$ cat src/rtl/control_pkg.sv
// Shared opcodes, FSM state encoding and instruction-field helper for the control unit.
package control_pkg;

    localparam logic [2:0] OP_MV   = 3'b000;
    localparam logic [2:0] OP_MVI  = 3'b001;
    localparam logic [2:0] OP_ADD  = 3'b010;
    localparam logic [2:0] OP_SUB  = 3'b011;
    localparam logic [2:0] OP_MVO  = 3'b100;
    localparam logic [2:0] OP_MVNZ = 3'b101;
    localparam logic [2:0] OP_LD   = 3'b110;
    localparam logic [2:0] OP_ST   = 3'b111;

    // Widest instruction: 16 registers -> 3 + 2*4 bits.
    localparam int IR_MAX_W = 11;

    typedef enum logic [2:0] {
        S_FETCH  = 3'd0,
        S_DECODE = 3'd1,
        S_ALU    = 3'd2,
        S_WB     = 3'd3,
        S_MEM    = 3'd4
    } state_t;

    // Opcode sits in the top three bits of an instruction of width ir_w.
    function automatic logic [2:0] opcode_of(input logic [IR_MAX_W-1:0] ir, input int ir_w);
        return 3'(ir >> (ir_w - 3));
    endfunction

endpackage

$ cat src/rtl/control_fsm_if.sv
// Control unit <-> datapath bundle: instruction/status in, datapath strobes out.
interface control_fsm_if #(
    parameter int NUM_REGS = 8
) ();
    localparam int SEL_W = $clog2(NUM_REGS);
    localparam int IR_W  = 3 + 2 * SEL_W;

    logic                run;
    logic [IR_W-1:0]     ir;
    logic                g_zero;
    logic                mem_ready;

    logic                ain;
    logic                gin;
    logic                sub;
    logic [NUM_REGS-1:0] rin;
    logic [SEL_W-1:0]    rout;
    logic                din_en;
    logic                gout;
    logic                dout_en;
    logic                addr_en;
    logic                mem_wr;
    logic                ir_en;
    logic                done;
    logic                busy;

    modport master (
        input  run, ir, g_zero, mem_ready,
        output ain, gin, sub, rin, rout, din_en, gout, dout_en,
               addr_en, mem_wr, ir_en, done, busy
    );

    modport slave (
        output run, ir, g_zero, mem_ready,
        input  ain, gin, sub, rin, rout, din_en, gout, dout_en,
               addr_en, mem_wr, ir_en, done, busy
    );
endinterface

$ cat src/rtl/control_decode.sv
// Purpose: combinational strobe decode from FSM state, instruction and status flags.
// Latency: zero cycles, outputs follow inputs within the same cycle.
// Backpressure: mem_ready gates the MEM-state load write and completion; no other stall.
module control_decode
    import control_pkg::*;
#(
    parameter int NUM_REGS = 8,
    parameter int SEL_W    = $clog2(NUM_REGS),
    parameter int IR_W     = 3 + 2 * SEL_W
) (
    input  state_t              state,
    input  logic [IR_W-1:0]     ir,
    input  logic                g_zero,
    input  logic                mem_ready,
    output logic                ain,
    output logic                gin,
    output logic                sub,
    output logic [NUM_REGS-1:0] rin,
    output logic [SEL_W-1:0]    rout,
    output logic                din_en,
    output logic                gout,
    output logic                dout_en,
    output logic                addr_en,
    output logic                mem_wr,
    output logic                done
);
    logic [2:0]       op;
    logic [SEL_W-1:0] rx;
    logic [SEL_W-1:0] ry;
    logic             rd_rx;
    logic             rd_ry;
    logic             wr_rx;
    logic             rx_ok;
    logic             ry_ok;

    assign op    = opcode_of(IR_MAX_W'(ir), IR_W);
    assign rx    = ir[2*SEL_W-1 -: SEL_W];
    assign ry    = ir[SEL_W-1:0];
    assign rx_ok = int'(rx) < NUM_REGS;
    assign ry_ok = int'(ry) < NUM_REGS;

    always_comb begin
        ain     = 1'b0;
        gin     = 1'b0;
        sub     = 1'b0;
        din_en  = 1'b0;
        gout    = 1'b0;
        dout_en = 1'b0;
        addr_en = 1'b0;
        mem_wr  = 1'b0;
        done    = 1'b0;
        rd_rx   = 1'b0;
        rd_ry   = 1'b0;
        wr_rx   = 1'b0;
        unique case (state)
            S_DECODE: begin
                unique case (op)
                    OP_MV:   begin rd_ry = 1'b1; wr_rx = 1'b1; done = 1'b1; end
                    OP_MVI:  begin din_en = 1'b1; wr_rx = 1'b1; done = 1'b1; end
                    OP_MVO:  begin rd_rx = 1'b1; dout_en = 1'b1; done = 1'b1; end
                    OP_MVNZ: begin rd_ry = 1'b1; wr_rx = ~g_zero; done = 1'b1; end
                    OP_ADD, OP_SUB: begin rd_rx = 1'b1; ain = 1'b1; end
                    default: begin rd_ry = 1'b1; addr_en = 1'b1; end
                endcase
            end
            S_ALU: begin
                rd_ry = 1'b1;
                gin   = 1'b1;
                sub   = (op == OP_SUB);
            end
            S_WB: begin
                gout  = 1'b1;
                wr_rx = 1'b1;
                done  = 1'b1;
            end
            S_MEM: begin
                // A store keeps the bus and write strobe steady for the whole wait.
                if (op == OP_ST) begin
                    rd_rx   = 1'b1;
                    dout_en = 1'b1;
                    mem_wr  = 1'b1;
                    done    = mem_ready;
                end else begin
                    din_en = mem_ready;
                    wr_rx  = mem_ready;
                    done   = mem_ready;
                end
            end
            default: ;
        endcase
    end

    always_comb begin
        rin = '0;
        for (int i = 0; i < NUM_REGS; i++) begin
            rin[i] = wr_rx && (int'(rx) == i);
        end
    end

    // Out-of-range selects leave the bus on register 0.
    always_comb begin
        rout = '0;
        if (rd_rx && rx_ok) begin
            rout = rx;
        end else if (rd_ry && ry_ok) begin
            rout = ry;
        end
    end

endmodule

$ cat src/rtl/control_fsm.sv
// Purpose: CPU control step sequencer; drives all datapath strobes from the instruction.
// Latency: 2 cycles for moves, 4 for ADD/SUB, 3+waits for LD/ST (FETCH to done inclusive).
// Backpressure: holds in MEM until mem_ready; run only sampled in FETCH.
module control_fsm
    import control_pkg::*;
#(
    parameter int NUM_REGS = 8,
    parameter int SEL_W    = $clog2(NUM_REGS),
    parameter int IR_W     = 3 + 2 * SEL_W
) (
    input  logic          clk,
    input  logic          resetn,
    control_fsm_if.master bus
);
    state_t              state_q;
    state_t              state_d;
    logic [2:0]          op;

    logic                ain_d;
    logic                gin_d;
    logic                sub_d;
    logic [NUM_REGS-1:0] rin_d;
    logic [SEL_W-1:0]    rout_d;
    logic                din_en_d;
    logic                gout_d;
    logic                dout_en_d;
    logic                addr_en_d;
    logic                mem_wr_d;
    logic                done_d;

    assign op = opcode_of(IR_MAX_W'(bus.ir), IR_W);

    always_ff @(posedge clk or negedge resetn) begin
        if (!resetn) begin
            state_q <= S_FETCH;
        end else begin
            state_q <= state_d;
        end
    end

    always_comb begin
        state_d = state_q;
        unique case (state_q)
            S_FETCH:  state_d = bus.run ? S_DECODE : S_FETCH;
            S_DECODE: begin
                unique case (op)
                    OP_ADD, OP_SUB: state_d = S_ALU;
                    OP_LD, OP_ST:   state_d = S_MEM;
                    default:        state_d = S_FETCH;
                endcase
            end
            S_ALU:    state_d = S_WB;
            S_WB:     state_d = S_FETCH;
            S_MEM:    state_d = bus.mem_ready ? S_FETCH : S_MEM;
            default:  state_d = S_FETCH;
        endcase
    end

    control_decode #(
        .NUM_REGS (NUM_REGS),
        .SEL_W    (SEL_W),
        .IR_W     (IR_W)
    ) u_decode (
        .state     (state_q),
        .ir        (bus.ir),
        .g_zero    (bus.g_zero),
        .mem_ready (bus.mem_ready),
        .ain       (ain_d),
        .gin       (gin_d),
        .sub       (sub_d),
        .rin       (rin_d),
        .rout      (rout_d),
        .din_en    (din_en_d),
        .gout      (gout_d),
        .dout_en   (dout_en_d),
        .addr_en   (addr_en_d),
        .mem_wr    (mem_wr_d),
        .done      (done_d)
    );

    // Reset masks every strobe combinationally so nothing leaks while resetn is low.
    assign bus.ain     = resetn & ain_d;
    assign bus.gin     = resetn & gin_d;
    assign bus.sub     = resetn & sub_d;
    assign bus.rin     = resetn ? rin_d  : '0;
    assign bus.rout    = resetn ? rout_d : '0;
    assign bus.din_en  = resetn & din_en_d;
    assign bus.gout    = resetn & gout_d;
    assign bus.dout_en = resetn & dout_en_d;
    assign bus.addr_en = resetn & addr_en_d;
    assign bus.mem_wr  = resetn & mem_wr_d;
    assign bus.done    = resetn & done_d;
    assign bus.ir_en   = resetn & (state_q == S_FETCH) & bus.run;
    assign bus.busy    = resetn & (state_q != S_FETCH);

endmodule

$ cat src/flat_wrapper.sv
// flat-port wrapper written by rule: the top's interface ports become plain ports
module control_fsm_flat import control_pkg::*;
#(
    parameter int NUM_REGS = 8,
    parameter int SEL_W    = $clog2(NUM_REGS),
    parameter int IR_W     = 3 + 2 * SEL_W
)
  (clk, resetn, bus_run, bus_ir, bus_g_zero, bus_mem_ready, bus_ain, bus_gin, bus_sub, bus_rin, bus_rout, bus_din_en, bus_gout, bus_dout_en, bus_addr_en, bus_mem_wr, bus_ir_en, bus_done, bus_busy);
  control_fsm_if #(.NUM_REGS(NUM_REGS)) bus_i ();
  input  logic clk;
  input  logic resetn;
  input wire logic [$bits(bus_i.run)-1:0] bus_run;
  input wire logic [$bits(bus_i.ir)-1:0] bus_ir;
  input wire logic [$bits(bus_i.g_zero)-1:0] bus_g_zero;
  input wire logic [$bits(bus_i.mem_ready)-1:0] bus_mem_ready;
  output wire logic [$bits(bus_i.ain)-1:0] bus_ain;
  output wire logic [$bits(bus_i.gin)-1:0] bus_gin;
  output wire logic [$bits(bus_i.sub)-1:0] bus_sub;
  output wire logic [$bits(bus_i.rin)-1:0] bus_rin;
  output wire logic [$bits(bus_i.rout)-1:0] bus_rout;
  output wire logic [$bits(bus_i.din_en)-1:0] bus_din_en;
  output wire logic [$bits(bus_i.gout)-1:0] bus_gout;
  output wire logic [$bits(bus_i.dout_en)-1:0] bus_dout_en;
  output wire logic [$bits(bus_i.addr_en)-1:0] bus_addr_en;
  output wire logic [$bits(bus_i.mem_wr)-1:0] bus_mem_wr;
  output wire logic [$bits(bus_i.ir_en)-1:0] bus_ir_en;
  output wire logic [$bits(bus_i.done)-1:0] bus_done;
  output wire logic [$bits(bus_i.busy)-1:0] bus_busy;
  assign bus_i.run = bus_run;
  assign bus_i.ir = bus_ir;
  assign bus_i.g_zero = bus_g_zero;
  assign bus_i.mem_ready = bus_mem_ready;
  assign bus_ain = bus_i.ain;
  assign bus_gin = bus_i.gin;
  assign bus_sub = bus_i.sub;
  assign bus_rin = bus_i.rin;
  assign bus_rout = bus_i.rout;
  assign bus_din_en = bus_i.din_en;
  assign bus_gout = bus_i.gout;
  assign bus_dout_en = bus_i.dout_en;
  assign bus_addr_en = bus_i.addr_en;
  assign bus_mem_wr = bus_i.mem_wr;
  assign bus_ir_en = bus_i.ir_en;
  assign bus_done = bus_i.done;
  assign bus_busy = bus_i.busy;
  control_fsm #(.NUM_REGS(NUM_REGS), .SEL_W(SEL_W), .IR_W(IR_W)) u_core (.clk(clk), .resetn(resetn), .bus(bus_i));
endmodule
$ cat config.mk
export PLATFORM = sky130hd
export DESIGN_NAME = control_fsm_flat
export DESIGN_NICKNAME = d
export VERILOG_FILES = /design/src/rtl/control_pkg.sv /design/src/rtl/control_fsm_if.sv /design/src/rtl/control_decode.sv /design/src/rtl/control_fsm.sv /design/src/flat_wrapper.sv
export SDC_FILE = /design/constraint.sdc
export NUM_CORES = 1
export LEC_CHECK = 0
export CAP_MARGIN = 10
export CORE_UTILIZATION = 32
export CTS_CLUSTER_DIAMETER = 30
export DETAILED_ROUTE_END_ITERATION = 12
export GPL_TIMING_DRIVEN = 0
export PLACE_DENSITY = 0.85
export REMOVE_ABC_BUFFERS = 1
export SYNTH_ARGS = -nofsm -noshare
export SYNTH_HDL_FRONTEND = slang
export SYNTH_SLANG_ARGS = --single-unit
$ cat constraint.sdc
create_clock -name clk -period 1.7 [get_ports clk]
set_clock_uncertainty 0.1 [all_clocks]
set_input_delay 0.34 -clock clk [delete_from_list [all_inputs] [get_ports clk]]
set_output_delay 0.34 -clock clk [all_outputs]
set_load 0.1 [all_outputs]
==> results.sh <==
export IMPL_status="finished, violations left"
export IMPL_violations="setup timing"
export IMPL_row_count=14
export IMPL_drive_gt1_share_pct=63.8
export IMPL_nNetsFinal=153
export IMPL_post_place_ws_ns=-1.85
export IMPL_largest_reg_flops=3
export IMPL_vias=1068
export IMPL_avgSynthCellArea_um2=6.66
export IMPL_ios=36
export IMPL_vias_per_cell=6.59
export IMPL_first_pass_iters=4
export IMPL_dp_cells=139
export IMPL_ys_types=33
export IMPL_rsz0062_at_grt="yes"
export IMPL_p_sw_mw=1.19
export IMPL_hold_viol=0
export IMPL_critPathCaptureType="output port"
export IMPL_arrival_ns=2.01
export IMPL_crit_type="reg -> out"
export IMPL_internal_power_mw=0.850
export IMPL_synth_seq_cells=3
export IMPL_fin_cells=162
export IMPL_layout_worst_path_cycle_share_pct=144
export IMPL_start_kind="flop"
export IMPL_worst_pin_slew_ns=0.538
export IMPL_syn2layout_area_growth_pct=170
export IMPL_fin_ws_ns=-0.749
export IMPL_clk_latency_ns=0.25
export IMPL_critPathRequiredTime_ns=1.26
export IMPL_dieHeight_um=44.3
export IMPL_synth_top_area_cell="dfrtp_1"
export IMPL_clockPowerShare_pct=6.7
export IMPL_postRouteWirelength_um=3980
export IMPL_initial_core_util_pct=35.9
export IMPL_final_common_cell="buf_12"
export IMPL_drv_cap=0
export IMPL_die_area_um2=1960
export IMPL_setup_viol=22
export IMPL_place_area_um2=892
export IMPL_final_util_pct=97.1
export IMPL_clock_root_buffer="clkbuf_4"
export IMPL_design_core_area_um2=1590
export IMPL_yosysWarnings=0
export IMPL_p_leak_nw=0.558
export IMPL_finalSetupTns_ns=-11.61
export IMPL_hold_worst_slack_ns=0.436
export IMPL_yosys_area_share_adder_pct=0
export IMPL_grt_pass1_wl_um=4560
export IMPL_ir_drop_uv=1260
export IMPL_clk_pin_slew_ns=0.04
export IMPL_power_density_nw_per_um2=1320
export IMPL_swShare_pct=58.3
export IMPL_dp_hpwl_um=1430
export IMPL_crit_path_frequent_cell="buf_6"
export IMPL_grt_usage_pct=32.7
export IMPL_min_path_type="in -> reg"
export IMPL_top_register="u_core.state_q"
export IMPL_p_total_mw=2.04
export IMPL_grt_antenna_before_repair=0
export IMPL_p_seq_share_pct=8.4
export IMPL_cts_tree="done"
export IMPL_synthesis_area_um2=573
export IMPL_port_buffer_count=35
export IMPL_final_cell_area_um2=1550
export IMPL_synth_seq_area_share_pct=13.1
export IMPL_period_needed_ns=2.45
export IMPL_cp_top_family="simple AND/OR/NAND/NOR gates"
export IMPL_grt_max_degree=16
export IMPL_die_w_um=44.3
export IMPL_p_comb_share_pct=84.9
export IMPL_muxShareOfSynthArea_pct=0
export IMPL_synthXorXnorAreaFrac_pct=1.53
export IMPL_cts_buffer_depth=2
export IMPL_cp_cell_sequence="and2b_2 -> and3_4 -> o21ai_4 -> buf_6 -> a211oi_2 -> buf_6"
export IMPL_drv_slew=0
export IMPL_slowest_stage="dfrtp_2"
export IMPL_slowest_delay_ns=0.45
export IMPL_gp_congestion=0.825
export IMPL_top_regs="u_core.state_q (3)"
export IMPL_overflow=0
export IMPL_worstPathBufferInverterCount=2
export IMPL_yosys_area_share_simple_pct=45.0
export IMPL_cts_made_buffers=3
export IMPL_drc=0
export IMPL_crit_fanout=6
export IMPL_ant_nets=0
export IMPL_netlist_area_leader_share_pct=13.1
export IMPL_final_cell_mix="buf_12, nand2_1, buf_6"
export IMPL_fmax_mhz=408
export IMPL_synthCells=86
export IMPL_num_antenna_cells=0
export IMPL_drtIter0Drc=99
export IMPL_ctsHtreeMaxLevel=1
export IMPL_synth_compound_area_share_pct=28.4
export IMPL_synth_top_family_by_area="simple AND/OR/NAND/NOR gates"
export IMPL_avgRoutedWirePerCell_um=24.5
export IMPL_synth_area_top_cells="dfrtp_1, nand2_1, a21oi_1"
export IMPL_first_global_vias=907
export IMPL_slew_headroom_pct=64.0
export IMPL_numClockSinks=3
## tightest hold or removal path, delay by kind of cell
family                 cells  cell delay, ns
buffers and inverters      1            0.20
AO/OA/AOI/OAI              1            0.08
AND/OR/NAND/NOR            1            0.11
## repair_timing
action	4_1_cts	5_1_grt
hold buffers	1	0
endpoints found under the hold margin	3	0
pin swaps	14	6
endpoints found under the setup margin	22	22
setup buffers	12	7
cloned	0	0
resized for setup	240	39
## power groups by stage
stage | logic [mW] | registers (mW) | clock network [mW]
finish | 1.73 | 0.171 | 0.136
global route | 1.77 | 0.171 | 0.141
CTS | 1.34 | 0.153 | 0.132
detailed placement | 0.916 | 0.188 | 0
global placement | 0.897 | 0.182 | 0
floorplan | 0.703 | 0.162 | 0
## routing by layer
layer / up-vias / wire [um] / global-route usage (%)
met4: 0 / 242 / 13.9
met2: 112 / 1990 / 61.8
li1: 418 / - / -
met3: 29 / 378 / 2.45
met5: - / 0 / 0
met1: 509 / 1370 / 37.2
## final timing paths
kind	slack, ns	endpoint	start	cells after the start
min	0.44	u_core.state_q[1]$_DFF_PN0_	bus_ir[7]	3
max in group asynchronous	0.64	u_core.state_q[1]$_DFF_PN0_	resetn	2
max reg2reg	0.16	u_core.state_q[2]$_DFF_PN0_	u_core.state_q[2]$_DFF_PN0_	6
max	-0.75	bus_rin[3]	u_core.state_q[0]$_DFF_PN0_	6
min in group asynchronous	0.68	u_core.state_q[2]$_DFF_PN0_	resetn	2
min reg2reg	0.60	u_core.state_q[2]$_DFF_PN0_	u_core.state_q[1]$_DFF_PN0_	2
## cell type report
type | instances | area [um2]
Inverter | 2 | 7.51
Fill cell | 27 | 46.3
Tap cell | 24 | 30.0
Timing Repair Buffer | 54 | 687
Multi-Input combinational cell | 75 | 718
Clock buffer | 4 | 26.3
Sequential cell | 3 | 78.8
## Yosys cell counts (all sizes together)
cell type       n
a2111oi         2
a211oi          1
a21oi          10
a221oi          1
a31oi           1
a32oi           1
and2b           2
and3            1
buf             4
clkbuf          1
clkdlybuf4s25   1
dfrtp           3
inv             2
nand2          17
nand2b          3
nand3           2
nand4           2
nor2            9
nor2b           1
nor3            5
nor3b           3
o21a            1
o21ai           2
o22a            1
o22ai           4
o31a            1
or2b            2
or3             1
or4b            1
xnor2           1
## logic make-up (layout without fill, tap and decap cells)
logic type	Yosys count	after routing
buffers and inverters	8	60
AO/OA/AOI/OAI	25	25
XOR/XNOR	1	1
AND/OR/NAND/NOR	49	49
flip-flops	3	3
(Power assumes the default switching activity.)
